## config.mk

```make
export PLATFORM = sky130hd
export DESIGN_NAME = exmem_pipe_flat
export DESIGN_NICKNAME = d
export VERILOG_FILES = /design/src/rtl/exmem_pipe_if.sv /design/src/rtl/exmem_pipe.sv /design/src/flat_wrapper.sv
export SDC_FILE = /design/constraint.sdc
export NUM_CORES = 1
export LEC_CHECK = 0
export BUFFER_PORTS_ARGS = -buffer_cell sky130_fd_sc_hd__buf_2
export CORE_AREA = 2 2 101 103
export DETAILED_ROUTE_END_ITERATION = 7
export DIE_AREA = 0 0 103 105
export PLACE_DENSITY = 0.66
export SYNTH_ARGS = -nofsm -noshare
export SYNTH_HDL_FRONTEND = slang
export SYNTH_SLANG_ARGS = --single-unit
```

## constraint.sdc

```tcl
create_clock -name clk -period 2.3 [get_ports clk]
set_clock_uncertainty 0.05 [all_clocks]
set_input_delay 0.115 -clock clk [delete_from_list [all_inputs] [get_ports clk]]
set_output_delay 0.115 -clock clk [all_outputs]
set_load 0.05 [all_outputs]
```

## src/rtl/exmem_pipe_if.sv

```systemverilog
// Execute->Memory bundle: E-stage inputs and gated M-stage outputs.
// The master side produces the E fields; exmem_pipe uses the slave side.
interface exmem_pipe_if #(
   parameter int DATA_W = 32,
   parameter int REG_W  = 4
);
   logic              valid_E;
   logic              pcload_E;
   logic              regw_E;
   logic              memw_E;
   logic              regmem_E;
   logic              setflags_E;
   logic [3:0]        cond_E;
   logic [3:0]        aluFlags_E;
   logic [REG_W-1:0]  regScr_E;
   logic [DATA_W-1:0] ALUrslt_E;
   logic [DATA_W-1:0] wdata_E;

   logic              pcload_M;
   logic              regw_M;
   logic              memw_M;
   logic              regmem_M;
   logic              valid_M;
   logic [REG_W-1:0]  regScr_M;
   logic [DATA_W-1:0] ALUrslt_M;
   logic [DATA_W-1:0] wdata_M;

   modport master (
      output valid_E, pcload_E, regw_E, memw_E, regmem_E,
      output setflags_E, cond_E, aluFlags_E,
      output regScr_E, ALUrslt_E, wdata_E,
      input  pcload_M, regw_M, memw_M, regmem_M, valid_M,
      input  regScr_M, ALUrslt_M, wdata_M
   );

   modport slave (
      input  valid_E, pcload_E, regw_E, memw_E, regmem_E,
      input  setflags_E, cond_E, aluFlags_E,
      input  regScr_E, ALUrslt_E, wdata_E,
      output pcload_M, regw_M, memw_M, regmem_M, valid_M,
      output regScr_M, ALUrslt_M, wdata_M
   );
endinterface

```

## src/rtl/exmem_pipe.sv

```systemverilog
// Execute->Memory pipeline register with NZCV flags and condition squash.
// Define EXMEM_SQUASH_CNT_EN to add the saturating squash_cnt output.
module exmem_pipe #(
   parameter int DATA_W = 32,
   parameter int REG_W  = 4
`ifdef EXMEM_SQUASH_CNT_EN
   ,
   parameter int CNT_W  = 16
`endif
) (
   input  logic       clk,
   input  logic       rst,
   input  logic       stall,
   input  logic       flush,
   exmem_pipe_if.slave bus,
`ifdef EXMEM_SQUASH_CNT_EN
   output logic [CNT_W-1:0] squash_cnt,
`endif
   output logic [3:0] flags
);

   logic              valid_q,  valid_d;
   logic              pcload_q, pcload_d;
   logic              regw_q,   regw_d;
   logic              memw_q,   memw_d;
   logic              regmem_q, regmem_d;
   logic [REG_W-1:0]  rs_q,     rs_d;
   logic [DATA_W-1:0] alu_q,    alu_d;
   logic [DATA_W-1:0] wd_q,     wd_d;
   logic [3:0]        flags_q,  flags_d;

   logic cond_pass;
   logic exec;
   logic load;
   logic fn, fz, fc, fv;

   assign fn = flags_q[3];
   assign fz = flags_q[2];
   assign fc = flags_q[1];
   assign fv = flags_q[0];

   // Condition sees only the registered flags; no bypass from E.
   always_comb begin
      unique case (bus.cond_E)
         4'b0000: cond_pass = fz;
         4'b0001: cond_pass = !fz;
         4'b0010: cond_pass = fc;
         4'b0011: cond_pass = !fc;
         4'b0100: cond_pass = fn;
         4'b0101: cond_pass = !fn;
         4'b0110: cond_pass = fv;
         4'b0111: cond_pass = !fv;
         4'b1000: cond_pass = fc & !fz;
         4'b1001: cond_pass = !fc | fz;
         4'b1010: cond_pass = (fn == fv);
         4'b1011: cond_pass = (fn != fv);
         4'b1100: cond_pass = !fz & (fn == fv);
         4'b1101: cond_pass = fz | (fn != fv);
         4'b1110: cond_pass = 1'b1;
         4'b1111: cond_pass = 1'b0;
      endcase
   end

   assign exec = bus.valid_E & cond_pass;
   assign load = !flush & !stall;

   always_comb begin
      valid_d  = valid_q;
      pcload_d = pcload_q;
      regw_d   = regw_q;
      memw_d   = memw_q;
      regmem_d = regmem_q;
      rs_d     = rs_q;
      alu_d    = alu_q;
      wd_d     = wd_q;
      flags_d  = flags_q;
      if (flush) begin
         valid_d  = 1'b0;
         pcload_d = 1'b0;
         regw_d   = 1'b0;
         memw_d   = 1'b0;
         regmem_d = 1'b0;
         rs_d     = '0;
         alu_d    = '0;
         wd_d     = '0;
      end else if (load) begin
         valid_d  = exec;
         pcload_d = bus.pcload_E & exec;
         regw_d   = bus.regw_E & exec;
         memw_d   = bus.memw_E & exec;
         regmem_d = bus.regmem_E & exec;
         rs_d     = bus.regScr_E;
         alu_d    = bus.ALUrslt_E;
         wd_d     = bus.wdata_E;
         if (exec & bus.setflags_E)
            flags_d = bus.aluFlags_E;
      end
   end

   always_ff @(posedge clk) begin
      if (!rst) begin
         valid_q  <= 1'b0;
         pcload_q <= 1'b0;
         regw_q   <= 1'b0;
         memw_q   <= 1'b0;
         regmem_q <= 1'b0;
         rs_q     <= '0;
         alu_q    <= '0;
         wd_q     <= '0;
         flags_q  <= 4'b0000;
      end else begin
         valid_q  <= valid_d;
         pcload_q <= pcload_d;
         regw_q   <= regw_d;
         memw_q   <= memw_d;
         regmem_q <= regmem_d;
         rs_q     <= rs_d;
         alu_q    <= alu_d;
         wd_q     <= wd_d;
         flags_q  <= flags_d;
      end
   end

`ifdef EXMEM_SQUASH_CNT_EN
   logic [CNT_W-1:0] cnt_q, cnt_d;

   always_comb begin
      cnt_d = cnt_q;
      if (load && bus.valid_E && !cond_pass && cnt_q != '1)
         cnt_d = cnt_q + 1'b1;
   end

   always_ff @(posedge clk) begin
      if (!rst)
         cnt_q <= '0;
      else
         cnt_q <= cnt_d;
   end

   assign squash_cnt = cnt_q;
`endif

   assign bus.valid_M   = valid_q;
   assign bus.pcload_M  = pcload_q;
   assign bus.regw_M    = regw_q;
   assign bus.memw_M    = memw_q;
   assign bus.regmem_M  = regmem_q;
   assign bus.regScr_M  = rs_q;
   assign bus.ALUrslt_M = alu_q;
   assign bus.wdata_M   = wd_q;
   assign flags         = flags_q;

endmodule

```

## src/flat_wrapper.sv

```systemverilog
// flat-port wrapper written by rule: the top's interface ports become plain ports
module exmem_pipe_flat 
#(
   parameter int DATA_W = 32,
   parameter int REG_W  = 4

)
  (clk, rst, stall, flush, flags, bus_valid_E, bus_pcload_E, bus_regw_E, bus_memw_E, bus_regmem_E, bus_setflags_E, bus_cond_E, bus_aluFlags_E, bus_regScr_E, bus_ALUrslt_E, bus_wdata_E, bus_pcload_M, bus_regw_M, bus_memw_M, bus_regmem_M, bus_valid_M, bus_regScr_M, bus_ALUrslt_M, bus_wdata_M);
  exmem_pipe_if #(.DATA_W(DATA_W), .REG_W(REG_W)) bus_i ();
  input  logic clk;
  input  logic rst;
  input  logic stall;
  input  logic flush;
  output logic [3:0] flags;
  input wire logic [$bits(bus_i.valid_E)-1:0] bus_valid_E;
  input wire logic [$bits(bus_i.pcload_E)-1:0] bus_pcload_E;
  input wire logic [$bits(bus_i.regw_E)-1:0] bus_regw_E;
  input wire logic [$bits(bus_i.memw_E)-1:0] bus_memw_E;
  input wire logic [$bits(bus_i.regmem_E)-1:0] bus_regmem_E;
  input wire logic [$bits(bus_i.setflags_E)-1:0] bus_setflags_E;
  input wire logic [$bits(bus_i.cond_E)-1:0] bus_cond_E;
  input wire logic [$bits(bus_i.aluFlags_E)-1:0] bus_aluFlags_E;
  input wire logic [$bits(bus_i.regScr_E)-1:0] bus_regScr_E;
  input wire logic [$bits(bus_i.ALUrslt_E)-1:0] bus_ALUrslt_E;
  input wire logic [$bits(bus_i.wdata_E)-1:0] bus_wdata_E;
  output wire logic [$bits(bus_i.pcload_M)-1:0] bus_pcload_M;
  output wire logic [$bits(bus_i.regw_M)-1:0] bus_regw_M;
  output wire logic [$bits(bus_i.memw_M)-1:0] bus_memw_M;
  output wire logic [$bits(bus_i.regmem_M)-1:0] bus_regmem_M;
  output wire logic [$bits(bus_i.valid_M)-1:0] bus_valid_M;
  output wire logic [$bits(bus_i.regScr_M)-1:0] bus_regScr_M;
  output wire logic [$bits(bus_i.ALUrslt_M)-1:0] bus_ALUrslt_M;
  output wire logic [$bits(bus_i.wdata_M)-1:0] bus_wdata_M;
  assign bus_i.valid_E = bus_valid_E;
  assign bus_i.pcload_E = bus_pcload_E;
  assign bus_i.regw_E = bus_regw_E;
  assign bus_i.memw_E = bus_memw_E;
  assign bus_i.regmem_E = bus_regmem_E;
  assign bus_i.setflags_E = bus_setflags_E;
  assign bus_i.cond_E = bus_cond_E;
  assign bus_i.aluFlags_E = bus_aluFlags_E;
  assign bus_i.regScr_E = bus_regScr_E;
  assign bus_i.ALUrslt_E = bus_ALUrslt_E;
  assign bus_i.wdata_E = bus_wdata_E;
  assign bus_pcload_M = bus_i.pcload_M;
  assign bus_regw_M = bus_i.regw_M;
  assign bus_memw_M = bus_i.memw_M;
  assign bus_regmem_M = bus_i.regmem_M;
  assign bus_valid_M = bus_i.valid_M;
  assign bus_regScr_M = bus_i.regScr_M;
  assign bus_ALUrslt_M = bus_i.ALUrslt_M;
  assign bus_wdata_M = bus_i.wdata_M;
  exmem_pipe #(.DATA_W(DATA_W), .REG_W(REG_W)) u_core (.clk(clk), .rst(rst), .stall(stall), .flush(flush), .bus(bus_i), .flags(flags));
endmodule
```

==> results.yml <==
outcome:
  status: "complete, no violations"
clock_network:
  clk_latency_ns: 0.33
  cts-buffers-inserted: 9
  root_buffer: "clkbuf_8"
  clkTransAtPathRegs_ns: 0.08
  cts.sinks: 77
  cts_tree: "yes"
  cts_buffer_depth: 2
  htreeDepth: 3
yosys:
  postSynthCellCount: 280
  synth_top_cell_by_area: "dfxtp_1"
  synth.distinct_cells: 24
  ys_top_cells_by_area: "dfxtp_1, mux2i_1, nor2_1"
  yosys_warnings: 0
  syn-num-nets: 366
  synth_seq_area_share_pct: 53.64
  syn_area_um2: 2874
  syn_area_per_cell_um2: 10.26
  yosys.area.top_type_share_pct: 53.64
  ys_ff_latch: 77
timing:
  min_period_ns: 1.701
  worst_slew_pin_slew_ns: 0.7106
  setup_viol: 0
  drv_slew: 0
  tns_ns: 0
  rsz0062_at_grt: "false"
  finalHoldViolations: 0
  period_share_pct: 73.97
  fmax_mhz: 587.8
  slew_headroom_pct: 52.62
final_layout:
  drive_gt1_share_pct: 35.77
  final_cell_mix: "buf_2, dfxtp_1, dlygate4sd3_1"
  fin_nets: 601
  area_growth_pct: 66.52
  fin_area_um2: 4786
  nFillCells: 900
  final_common_cell: "buf_2"
critical_path:
  crit_path_start_kind: "flip-flop"
  crit_path_end_kind: "flip-flop"
  r2r-end: "u_core.flags[1]"
  cp_max_fo: 4
  rrSetupSlack_ns: 0.60
  crit_required_ns: 2.51
  r2r-start: "u_core.flags[1]"
  crit_type: "reg2reg"
  critPathArrivalTime_ns: 1.91
  reg2reg_depth: 5
run:
  cap_violations: 0
placement:
  place.gp.congestion: 0.7888
  hpwl_um: 5054
  dpl-instance-area_um2: 3809
  port_buffers: 162
global_routing:
  grtUsageMet3_pct: 3.679
  grt_overflow_total: 0
  grt_usage_pct: 14.71
  grt_pass1_wl_um: 12590
  grt_busiest_layer: "met2"
  antenna_found_initial: 0
  grt_use_met2_pct: 25.60
  grt_max_degree: 46
  grtUsageMet1_pct: 16.14
  grt_pass1_vias: 2785
power_and_ir_drop:
  finalPower_mw: 3.027
  combPwrFrac_pct: 17.7
  p_switching_mw: 0.8032
  p_per_area_nw_per_um2: 632.6
  p_seq_share_pct: 46.0
  peakVddDrop_mv: 0.2938
  sw_frac_of_total_pct: 26.53
  clkPwrFrac_pct: 36.3
  p_int_mw: 2.224
  p_leak_nw: 2.397
worst_hold_path:
  min_path_type: "in2reg"
  min_to: "u_core.flags[3]"
  hp-start: "rst"
  hold_depth: 3
floorplanning:
  initial_core_util_pct: 29.82
  fp.dieW_um: 103
  num_io_pins: 163
  die_y_um: 105
  design.core.area_um2: 9639
  die-area_um2: 10820
  row_count: 36
route:
  first_pass_iters: 4
  via_per_inst: 4.229
  postRouteAntennaNets: 0
  wl_per_cell_um: 12.43
  remaining_drc_errors: 0
  drtIter0Drc: 69
  drt_wl_total_um: 8130
  vias: 2766
[layer usage]
layer	up-vias	part of all wire, %
met5	-	0
met2	117	50
met3	15	6.3
met1	1232	42
met4	0	2.3
li1	1402	-
[critical path, cell delays in order, from the launching register on]
cell      delay [ns]
dfxtp_1         0.34
o21ba_2         0.22
o22ai_1         0.17
mux2_2          0.39
a21boi_4        0.24
mux2i_1         0.23
[through the flow]
step | utilization, % | worst slack (ns) | hold WS [ns] | cells
CTS | 49.62 | 0.5729 | 0.03717 | 653
finish | 49.65 | 0.5987 | 0.06257 | 654
floorplan | - | 0.3874 | 0.1976 | 280
global placement | 39.51 | 0.6884 | 0.2927 | 561
global route | 49.62 | 0.5425 | 0.06424 | 653
detailed placement | 39.51 | 0.5969 | 0.3040 | 561
[power by group through the flow]
stage               registers, mW  logic, mW  clock network [mW]
global placement             1.42      0.425                   0
detailed placement           1.42      0.432                   0
finish                       1.39      0.536                1.10
floorplan                    1.57      0.149                   0
CTS                          1.39      0.531                1.14
global route                 1.40      0.572                1.20
[worst max-delay path by stage]
stage / startpoint / to / slack [ns] / depth (start not counted)
floorplan: u_core.flags[2] / u_core.flags[0] / 0.39 / 5
global placement: u_core.flags[1] / u_core.flags[1] / 0.69 / 5
detailed placement: u_core.flags[1] / u_core.flags[1] / 0.60 / 5
CTS: u_core.flags[1] / u_core.flags[1] / 0.57 / 5
global route: u_core.flags[2] / u_core.flags[1] / 0.54 / 5
finish: u_core.flags[1] / u_core.flags[1] / 0.60 / 5
[cells in the mapped netlist, drive strengths merged]
cell type,count
buf,10
and2,1
a21boi,1
nor4,1
and4bb,1
dfxtp,77
o21ai,6
a21oi,1
xnor2,3
or3b,1
nor3,1
clkbuf,8
o22ai,1
a221oi,1
nor2,68
nand3,4
o21ba,1
mux2i,74
nand2,14
nand2b,3
mux2,1
nor2b,2
[logic make-up (layout without fill, tap and decap cells)]
kind of cell | count (synthesis) | in the layout | share of synthesized area, %
xor gates and xnor gates | 3 | 3 | 0.9144
AOI/OAI and AO/OA | 11 | 11 | 2.743
and+or+nand+nor | 96 | 96 | 13.84
DFF | 77 | 77 | 53.64
buffers and inverters | 18 | 258 | 2.699
muxes | 75 | 75 | 26.16
other | 0 | 1 | 0
[sequential cells by signal (all words and copies together) (netlist names)]
| register | flops |
|---|---|
| u_core.bus.wdata_M | 32 |
| u_core.bus.memw_M | 1 |
| u_core.bus.regmem_M | 1 |
| u_core.bus.regScr_M | 4 |
| u_core.flags | 4 |
| u_core.bus.ALUrslt_M | 32 |
| u_core.bus.pcload_M | 1 |
| u_core.bus.regw_M | 1 |
| u_core.bus.valid_M | 1 |
[what timing repair did]
item                                   CTS  global route
setup buffers                            0             0
gates resized for setup                  0             0
hold buffers                            76             0
endpoints found under the hold margin   76             0
setup endpoints to repair                0             0
[layout make-up]
class	instances	area, um2	area share, %
repair buffers	242	1604	33.52
flip-flops and latches	77	1541	32.21
multi-input cells	185	1257	26.27
well taps	133	166.4	3.477
clock buffers	10	127.6	2.667
clock inverters	6	86.33	1.804
diodes	1	2.502	0.05229
(Power assumes the default switching activity.)
